**config.mk**
```make
export PLATFORM = sky130hd
export DESIGN_NAME = input_flow_handler_mc
export DESIGN_NICKNAME = d
export VERILOG_FILES = /design/src/rtl/input_flow_handler_mc.sv
export SDC_FILE = /design/constraint.sdc
export NUM_CORES = 1
export LEC_CHECK = 0
export BUFFER_PORTS_ARGS = -buffer_cell sky130_fd_sc_hd__clkbuf_2
export CAP_MARGIN = 20
export CORE_ASPECT_RATIO = 0.5
export CORE_MARGIN = 2
export CORE_UTILIZATION = 50
export CTS_BUF_LIST = sky130_fd_sc_hd__clkbuf_4 sky130_fd_sc_hd__clkbuf_8
export DETAILED_ROUTE_END_ITERATION = 10
export PLACE_DENSITY = 0.74
export SETUP_SLACK_MARGIN = 0.5
export SKIP_LAST_GASP = 1
export SLEW_MARGIN = 40
export SYNTH_ARGS = -nofsm -noshare
export SYNTH_HDL_FRONTEND = slang
export SYNTH_SLANG_ARGS = --single-unit
```
**constraint.sdc**
```tcl
create_clock -name clka -period 3.6 [get_ports clka]
set_input_delay 0.18 -clock clka [delete_from_list [all_inputs] [get_ports clka]]
set_output_delay 0.18 -clock clka [all_outputs]
set_load 0.05 [all_outputs]
```
**src/rtl/input_flow_handler_mc.sv**
```systemverilog
// input_flow_handler_mc: multi-channel two-phase token ingress with credit banking, ack toggle and sticky error flags
module input_flow_handler_mc #(
  parameter int CHANNELS = 4,
  parameter int DEPTH = 4,
  parameter int SYNC_STAGES = 2,
  localparam int CW = $clog2(DEPTH + 1)
) (
  input  logic                   clka,
  input  logic                   rsta,
  input  logic [CHANNELS-1:0]    diff_pair_p,
  input  logic [CHANNELS-1:0]    diff_pair_n,
  input  logic [CHANNELS-1:0]    token_pop,
  input  logic                   error_clr,
  output logic [CHANNELS-1:0]    token_valid,
  output logic [CHANNELS-1:0]    pipe_en,
  output logic [CHANNELS-1:0]    ack_toggle,
  output logic [CHANNELS*CW-1:0] token_count,
  output logic [CHANNELS-1:0]    overflow_err,
  output logic [CHANNELS-1:0]    phase_err
);
  logic [CHANNELS-1:0] w_ps, w_ns, r_p, r_n, w_arr, w_perr, w_full, w_ovf;
  generate
    if (SYNC_STAGES == 0) begin : g_nosync
      assign w_ps = diff_pair_p;
      assign w_ns = diff_pair_n;
    end else begin : g_sync
      logic [CHANNELS-1:0] r_sp [SYNC_STAGES];
      logic [CHANNELS-1:0] r_sn [SYNC_STAGES];
      always_ff @(posedge clka or posedge rsta) begin
        if (rsta) begin
          for (int i = 0; i < SYNC_STAGES; i++) begin
            r_sp[i] <= '1;
            r_sn[i] <= '0;
          end
        end else begin
          r_sp[0] <= diff_pair_p;
          r_sn[0] <= diff_pair_n;
          for (int i = 1; i < SYNC_STAGES; i++) begin
            r_sp[i] <= r_sp[i-1];
            r_sn[i] <= r_sn[i-1];
          end
        end
      end
      assign w_ps = r_sp[SYNC_STAGES-1];
      assign w_ns = r_sn[SYNC_STAGES-1];
    end
  endgenerate
  // a token is both wires moving away from the stored phase; one wire alone is a protocol error
  assign w_arr = (w_ps ^ r_p) & (w_ns ^ r_n);
  assign w_perr = (w_ps ^ r_p) ^ (w_ns ^ r_n);
  assign pipe_en = token_pop & token_valid;
  assign w_ovf = w_arr & ~pipe_en & w_full;
  always_ff @(posedge clka or posedge rsta) begin
    if (rsta) begin
      r_p <= '1;
      r_n <= '0;
      ack_toggle <= '0;
      overflow_err <= '0;
      phase_err <= '0;
    end else begin
      r_p <= w_ps;
      r_n <= w_ns;
      ack_toggle <= ack_toggle ^ pipe_en;
      overflow_err <= w_ovf | (overflow_err & ~{CHANNELS{error_clr}});
      phase_err <= w_perr | (phase_err & ~{CHANNELS{error_clr}});
    end
  end
  genvar c;
  generate
    for (c = 0; c < CHANNELS; c++) begin : g_ch
      logic [CW-1:0] r_cnt;
      assign w_full[c] = r_cnt == CW'(DEPTH);
      assign token_valid[c] = r_cnt != '0;
      assign token_count[c*CW +: CW] = r_cnt;
      always_ff @(posedge clka or posedge rsta) begin
        if (rsta) r_cnt <= '0;
        else if (w_arr[c] & ~pipe_en[c] & ~w_full[c]) r_cnt <= r_cnt + 1'b1;
        else if (~w_arr[c] & pipe_en[c]) r_cnt <= r_cnt - 1'b1;
      end
    end
  endgenerate
endmodule

```
==> results of run 1 <==
==> layout make-up <==
type | instances | share of cell area [%]
Clock inverter | 2 | 0.627
Clock buffer | 6 | 2.94
Sequential cell | 48 | 46.9
Tap cell | 54 | 2.60
Multi-Input combinational cell | 120 | 33.9
Timing Repair Buffer | 55 | 12.3
Inverter | 4 | 0.675
==> registers in the layout (all words and copies together) (netlist names) <==
register,count
ack_toggle,4
g_ch.r_cnt,12
g_sync.r_sn,4
g_sync.r_sp,4
overflow_err,4
phase_err,4
r_n,4
r_p,4
w_ns,4
w_ps,4
==> layout by cell type (no fill, tap or decap), types with 5 or more instances in the layout <==
| cell type | n |
|---|---|
| clkbuf_2 | 46 |
| dfrtp_1 | 36 |
| nand2_1 | 18 |
| xor2_1 | 16 |
| o21ai_0 | 12 |
| dfstp_2 | 12 |
| dlygate4sd3_1 | 9 |
| o211ai_1 | 8 |
| nand3_1 | 8 |
| nor2_1 | 6 |
| or2_2 | 6 |
| clkbuf_8 | 5 |
==> worst max-delay path, delay by kind of cell, from the launching register on <==
| kind | cells | cell delay [ns] |
|---|---|---|
| xor gates and xnor gates | 1 | 0.15 |
| DFF | 1 | 0.54 |
| adders and majority gates | 2 | 0.77 |
| AOI/OAI and AO/OA | 2 | 0.36 |
| and+or+nand+nor | 2 | 0.50 |
==> Yosys cell counts (all sizes together) <==
cell / n
nor2b: 2
xnor2: 4
o2111ai: 4
fa: 4
inv: 4
nand3: 8
dfstp: 12
or2: 6
or3b: 4
nand2: 18
a32o: 2
o211ai: 8
o21ai: 12
ha: 4
o32ai: 2
dfrtp: 36
o311ai: 2
and2: 4
or3: 4
o22a: 2
nor2: 6
o221ai: 2
a21o: 4
o21bai: 2
xor2: 16
buf: 8
==> cells by family after synthesis <==
group           Yosys count  synth area share, %
buf+inv                  12                 3.68
flops                    48                 55.9
xor+xnor                 20                 8.05
compound gates           40                 13.9
simple gates             52                 12.5
fa+ha+maj                 8                 5.98
==> stage by stage <==
stage,hold slack [ns],instance area [um^2],std cells,setup slack (ns)
4_1_cts,0.100,2590,289,1.18
5_1_grt,0.105,2590,289,1.04
3_3_place_gp,0.267,2410,272,1.30
2_1_floorplan,0.184,2180,180,0.906
6_report,0.112,2590,289,1.20
3_5_place_dp,0.269,2410,272,1.18
==> power by group <==
group	internal, W	switching, W
registers	0.000668	0.000175
clock network	0.000146	0.000171
logic	0.000336	0.000807
==> how the worst max path moves through the flow <==
stage	endpoint	cells after the start
CTS	g_ch[1].r_cnt[2]	7
global placement	g_ch[2].r_cnt[2]	7
finish	g_ch[1].r_cnt[2]	7
floorplan	g_ch[1].r_cnt[2]	7
detailed placement	g_ch[1].r_cnt[2]	7
global route	g_ch[1].r_cnt[2]	7
==> what timing repair did <==
item                      CTS  global route
resized for setup           0             0
hold endpoints to repair   44             0
hold buffers                9             0
==> routing by layer <==
metal  vias up  global-route usage [%]  share of wire [%]
met5         -                       0                  0
met4         0                    4.17               0.51
met3         2                    4.74                4.0
met2        31                    28.5                 49
met1       746                    22.7                 47
li1        739                       -                  -
==> summary.txt, run 1 <==
Route
  – DR vias: 1518
  – Initial DRC count: 55
  – DR vias/cell: 5.25
  – Post-DRT Antenna Nets: 0
  – Post-detailed-route DRC marker count: 0
  – Detailed Routing Iterations Pass 1: 4
  – Routed length per instance: 12.9 um
  – Detailed Route WL: 3740 um

Placed design
  – Final Wtd Congestion: 0.697
  – Port bufs: 46
  – Post-DP HPWL: 2660 um

Worst hold path
  – HP Start: error_clr
  – Hold Path Sink: overflow_err[1]
  – HP Class: in -> reg
  – WHS Path Cells: 2

Setup path
  – Reg2reg setup slack: 1.20 ns
  – Critical path arrival: 2.62 ns
  – Worst path slowest cell: dfstp_2
  – CP Launch Point: w_ps[1]
  – Register-to-Register Path Depth: 7
  – CP peak stage delay: 0.54 ns
  – Crit end category: flop
  – Critical path class: reg -> reg
  – Critical path required time: 3.81 ns
  – CP cell instances: xor2_1, ha_1, nand2_1, fa_1, or3b_4, o22a_1, o221ai_2
  – R2R Path End: g_ch[1].r_cnt[2]
  – CP Launch Type: flop
  – FF-to-FF Start: w_ps[1]
  – Crit-path max FO: 9

STA
  – Layout Skew: 0.00488 ns
  – Min Tclk post-route: 2.40 ns
  – Unrepaired setup endpoints after global routing: false
  – Fin Setup TNS: 0 ns
  – Slew @ Worst Pin: 0.555 ns
  – Fin. Hold Viols: 0
  – Max Fclk: 416 MHz
  – Slew HR: 63.0%
  – Max-slew violation count: 0
  – Tcrit/Tclk final: 66.8%
  – Setup violators final: 0

Clock tree
  – Clock root buffer: clkbuf_8
  – CTS tree: yes
  – Worst skew pair latency: 0.29 ns
  – Max clock buf depth: 2
  – Clk pin slew, worst setup/hold paths: 0.09 ns
  – CTS Buf Count: 5
  – CTS H-tree depth: 2
  – Clock Sinks: 48
  – Setup bufs post-CTS: 0

Run status
  – Status: complete, no violations

Yosys
  – Area of the mapped netlist: 2180 um^2
  – Yosys top cell by area: dfrtp_1
  – Synth top area share: 41.4%
  – Yosys reg bits: 48
  – Synth Instances: 180
  – Sequential-to-total area share from yosys stat: 55.9%
  – Syn nets: 203
  – YS warnings: 0
  – Avg Inst Size Synth: 12.1 um^2
  – Largest cells by area after synthesis: dfrtp_1 41%, dfstp_2 14%, xor2_1 6.4%
  – Netlist cell types: 29

Floorplanning
  – Die Y-Extent: 50.7 um
  – Die W: 97.3 um
  – Die area: 4930 um^2
  – Num ports: 47
  – Placeable Area: 4040 um^2
  – Starting Density: 53.8%
  – # rows: 16

Pwr
  – VDD IR max: 0.000439 V
  – PnR Total Power: 0.00230 W
  – Leakage: 1.16 nW
  – Pwr dens: 887 nW/um^2

Final layout
  – Final net count: 257
  – Syn-to-layout area delta: 19.2%
  – Inserted Diodes: 0
  – Final Util: 64.2%
  – Area occupied by multi-input gates: 881 um^2
  – Register area: 1220 um^2
  – Layout cell share with drive strength beyond 1: 33.6%
  – Fillers: 335

GRT
  – Vias in the first global route: 1444
  – Pin count of the biggest net entering global routing: 49
  – First-pass GRT wire length: 6710 um
  – GRT overflow: 0
  – Antenna violations before repair: 0
  – GRT Util Overall: 17.1%

Flow run
  – Max-cap violation count: 0
Power figures use the tool's default switching activity.
==> inputs of run 2 (changes only) <==
- PLACE_DENSITY: 0.74 -> 0.77
- clock period: 3.6 -> 2 ns (I/O delays scaled with it)
==> run 2 against run 1 <==
The run now ends with negative setup slack left; flip-flop and latch count did not move; critical path type unchanged; critical path depth unchanged; clock skew decreased by 0.0025 ns; die area unchanged; sequential share of layout area shrank 8.4 points; highest routed layer unchanged; global-route usage rose by 4.4 points; largest power group unchanged.
==> summary.txt, run 2 (synthesized netlist as in run 1, its figures left out) <==
Setup path
  – Critical path arrival: 2.37 ns (-0.25 ns)
  – Critical path class: reg -> reg
  – Crit-path max FO: 2 (-7)
  – Cell family with most CP delay: adder cells
  – CP cell instances: xor2_2, ha_2, nand2_2, fa_2, or3b_4, o22a_1, o221ai_2
  – Critical path required time: 2.22 ns (-1.59 ns)
  – Worst path slowest cell: dfstp_2
  – Crit end category: flop
  – CP Launch Type: flop
  – CP peak stage delay: 0.56 ns (+0.02 ns)
  – CP bufs+invs: 0 (unchanged)

Floorplanning
  – Die W: 97.3 um (unchanged)
  – Die Y-Extent: 50.7 um (unchanged)
  – Die area: 4930 um^2 (unchanged)
  – Starting Density: 53.8% (unchanged)
  – Placeable Area: 4040 um^2 (unchanged)
  – Num ports: 47 (unchanged)
  – # rows: 16 (unchanged)

Pwr
  – Pwr dens: 1620 nW/um^2 (+82%)
  – Clock power share: 11.3% (-2.5 points)
  – VDD IR max: 0.00102 V (+130%)
  – PnR Total Power: 0.00518 W (+130%)
  – Leakage: 1.40 nW (+20%)
  – Internal power: 0.00277 W (+140%)
  – Part of the power in combinational logic: 62.4% (+13 points)
  – Switching Fraction: 46.6% (-3.4 points)
  – Seq pwr share: 26.3% (-10 points)
  – P_sw: 0.00242 W (+110%)

Clock tree
  – CTS H-tree depth: 2 (unchanged)
  – Clock root buffer: clkbuf_8
  – CTS Buf Count: 5 (unchanged)
  – Clk pin slew, worst setup/hold paths: 0.09 ns (about the same)
  – Clock Sinks: 48 (unchanged)
  – CTS tree: yes
  – Worst skew pair latency: 0.30 ns (about the same)
  – Max clock buf depth: 2 (unchanged)

Final layout
  – Layout cell share with drive strength beyond 1: 59.8% (+26 points)
  – Inserted Diodes: 0 (unchanged)
  – Most common cell after layout, fill and taps aside: clkbuf_2
  – Fillers: 245 (-27%)
  – Most frequent cells in the layout: 38 x clkbuf_2, 24 x dfrtp_1, 23 x buf_4
  – Final net count: 288 (+12%)
  – Syn-to-layout area delta: 47.0%
  – Largest register FFs: 12 (unchanged)
  – Largest Register: g_ch.r_cnt

STA
  – Worst setup margin: -0.150 ns (-1.35 ns)
  – Tcrit/Tclk final: 107% (+41 points)
  – Slew HR: 80.1% (+17 points)
  – Layout Skew: 0.00235 ns (-0.00252 ns)
  – Slew @ Worst Pin: 0.296 ns (-0.259 ns)
  – Setup violators final: 4 (+4)
  – Min Tclk post-route: 2.15 ns (-0.254 ns)
  – Fin. Hold Viols: 0 (unchanged)
  – Max-slew violation count: 0 (unchanged)
  – Unrepaired setup endpoints after global routing: true
  – Max Fclk: 465 MHz (+12%)
  – Fin Hold WS: 0.0336 ns (-0.0781 ns)

Placed design
  – Port bufs: 46 (unchanged)
  – Final Wtd Congestion: 0.766 (+9.9%)
  – Post-DP HPWL: 3080 um (+16%)

Route
  – DR vias/cell: 5.23 (-0.41%)
  – Detailed Route WL: 4820 um (+29%)
  – Post-detailed-route DRC marker count: 0 (unchanged)
  – Initial DRC count: 32 (-42%)
  – Routed length per instance: 15.1 um (+16%)
  – Detailed Routing Iterations Pass 1: 4 (unchanged)
  – Post-DRT Antenna Nets: 0 (unchanged)
  – DR vias: 1674 (+10%)

GRT
  – Pin count of the biggest net entering global routing: 23 (-53%)
  – Antenna violations before repair: 0 (unchanged)
  – GRT Util Overall: 21.5% (+4.4 points)
  – GRT overflow: 0 (unchanged)
  – First-pass GRT wire length: 8250 um (+23%)
  – Vias in the first global route: 1737 (+20%)

Flow run
  – Max-cap violation count: 0 (unchanged)

Run status
  – Status: complete, but fails checks
  – Failing checks: negative setup slack

Worst hold path
  – HP Class: in -> reg
## run 2: layout make-up
| class | instances | area, um^2 | share of cell area (%) |
|---|---|---|---|
| Clock inverter | 3 | 23.8 | 0.743 |
| Tap cell | 54 | 67.6 | 2.11 |
| Multi-Input combinational cell | 120 | 1070 | 33.3 |
| Sequential cell | 48 | 1230 | 38.5 |
| Timing Repair Buffer | 86 | 727 | 22.7 |
| Inverter | 4 | 15.0 | 0.469 |
| Clock buffer | 5 | 68.8 | 2.15 |
## run 2: power groups by stage
stage          clock network [W]  logic (W)  registers [W]
5_1_grt                 0.000652    0.00346        0.00139
2_1_floorplan                  0    0.00104        0.00219
6_report                0.000584    0.00323        0.00136
4_1_cts                 0.000600    0.00306        0.00136
3_3_place_gp                   0    0.00252        0.00136
3_5_place_dp                   0    0.00259        0.00138
## run 2: path summary, 6_finish.rpt
kind / from / end / slack (ns) / cells after the start
hold reg to reg: g_sync.r_sn[6] / w_ns[2] / 0.35 / 0
hold / removal: error_clr / overflow_err[1] / 0.03 / 2
max in group asynchronous: rsta / r_p[3] / 1.08 / 4
min in group asynchronous: rsta / w_ns[2] / 0.29 / 3
setup / recovery: w_ps[2] / g_ch[2].r_cnt[2] / -0.15 / 7
setup reg to reg: w_ps[2] / g_ch[2].r_cnt[2] / -0.15 / 7
## run 2: layer usage
metal,track usage (%),wire length [um]
met1,25.8,2010
met2,40.0,2620
met3,4.60,148
met4,6.25,45
met5,0,0
## run 2: per-stage QoR
| step | util [%] | TNS (ns) | setup slack [ns] | cells | instance area [um^2] |
|---|---|---|---|---|---|
| 5_1_grt | 79.1 | -0.778 | -0.262 | 320 | 3200 |
| 3_3_place_gp | 64.9 | -0.167 | -0.0614 | 294 | 2630 |
| 2_1_floorplan | - | -1.29 | -0.368 | 180 | 2230 |
| 3_5_place_dp | 64.9 | -0.355 | -0.130 | 294 | 2630 |
| 4_1_cts | 76.3 | -0.392 | -0.139 | 312 | 3090 |
| 6_report | 79.1 | -0.400 | -0.150 | 320 | 3200 |
## run 2: repair_timing
item | in CTS | in global routing
hold endpoints to repair | 21 | 0
resized for setup | 59 | 12
pin swaps | 21 | 6
setup endpoints to repair | 20 | 22
buffers inserted | 1 | 8
hold buffers | 9 | 0
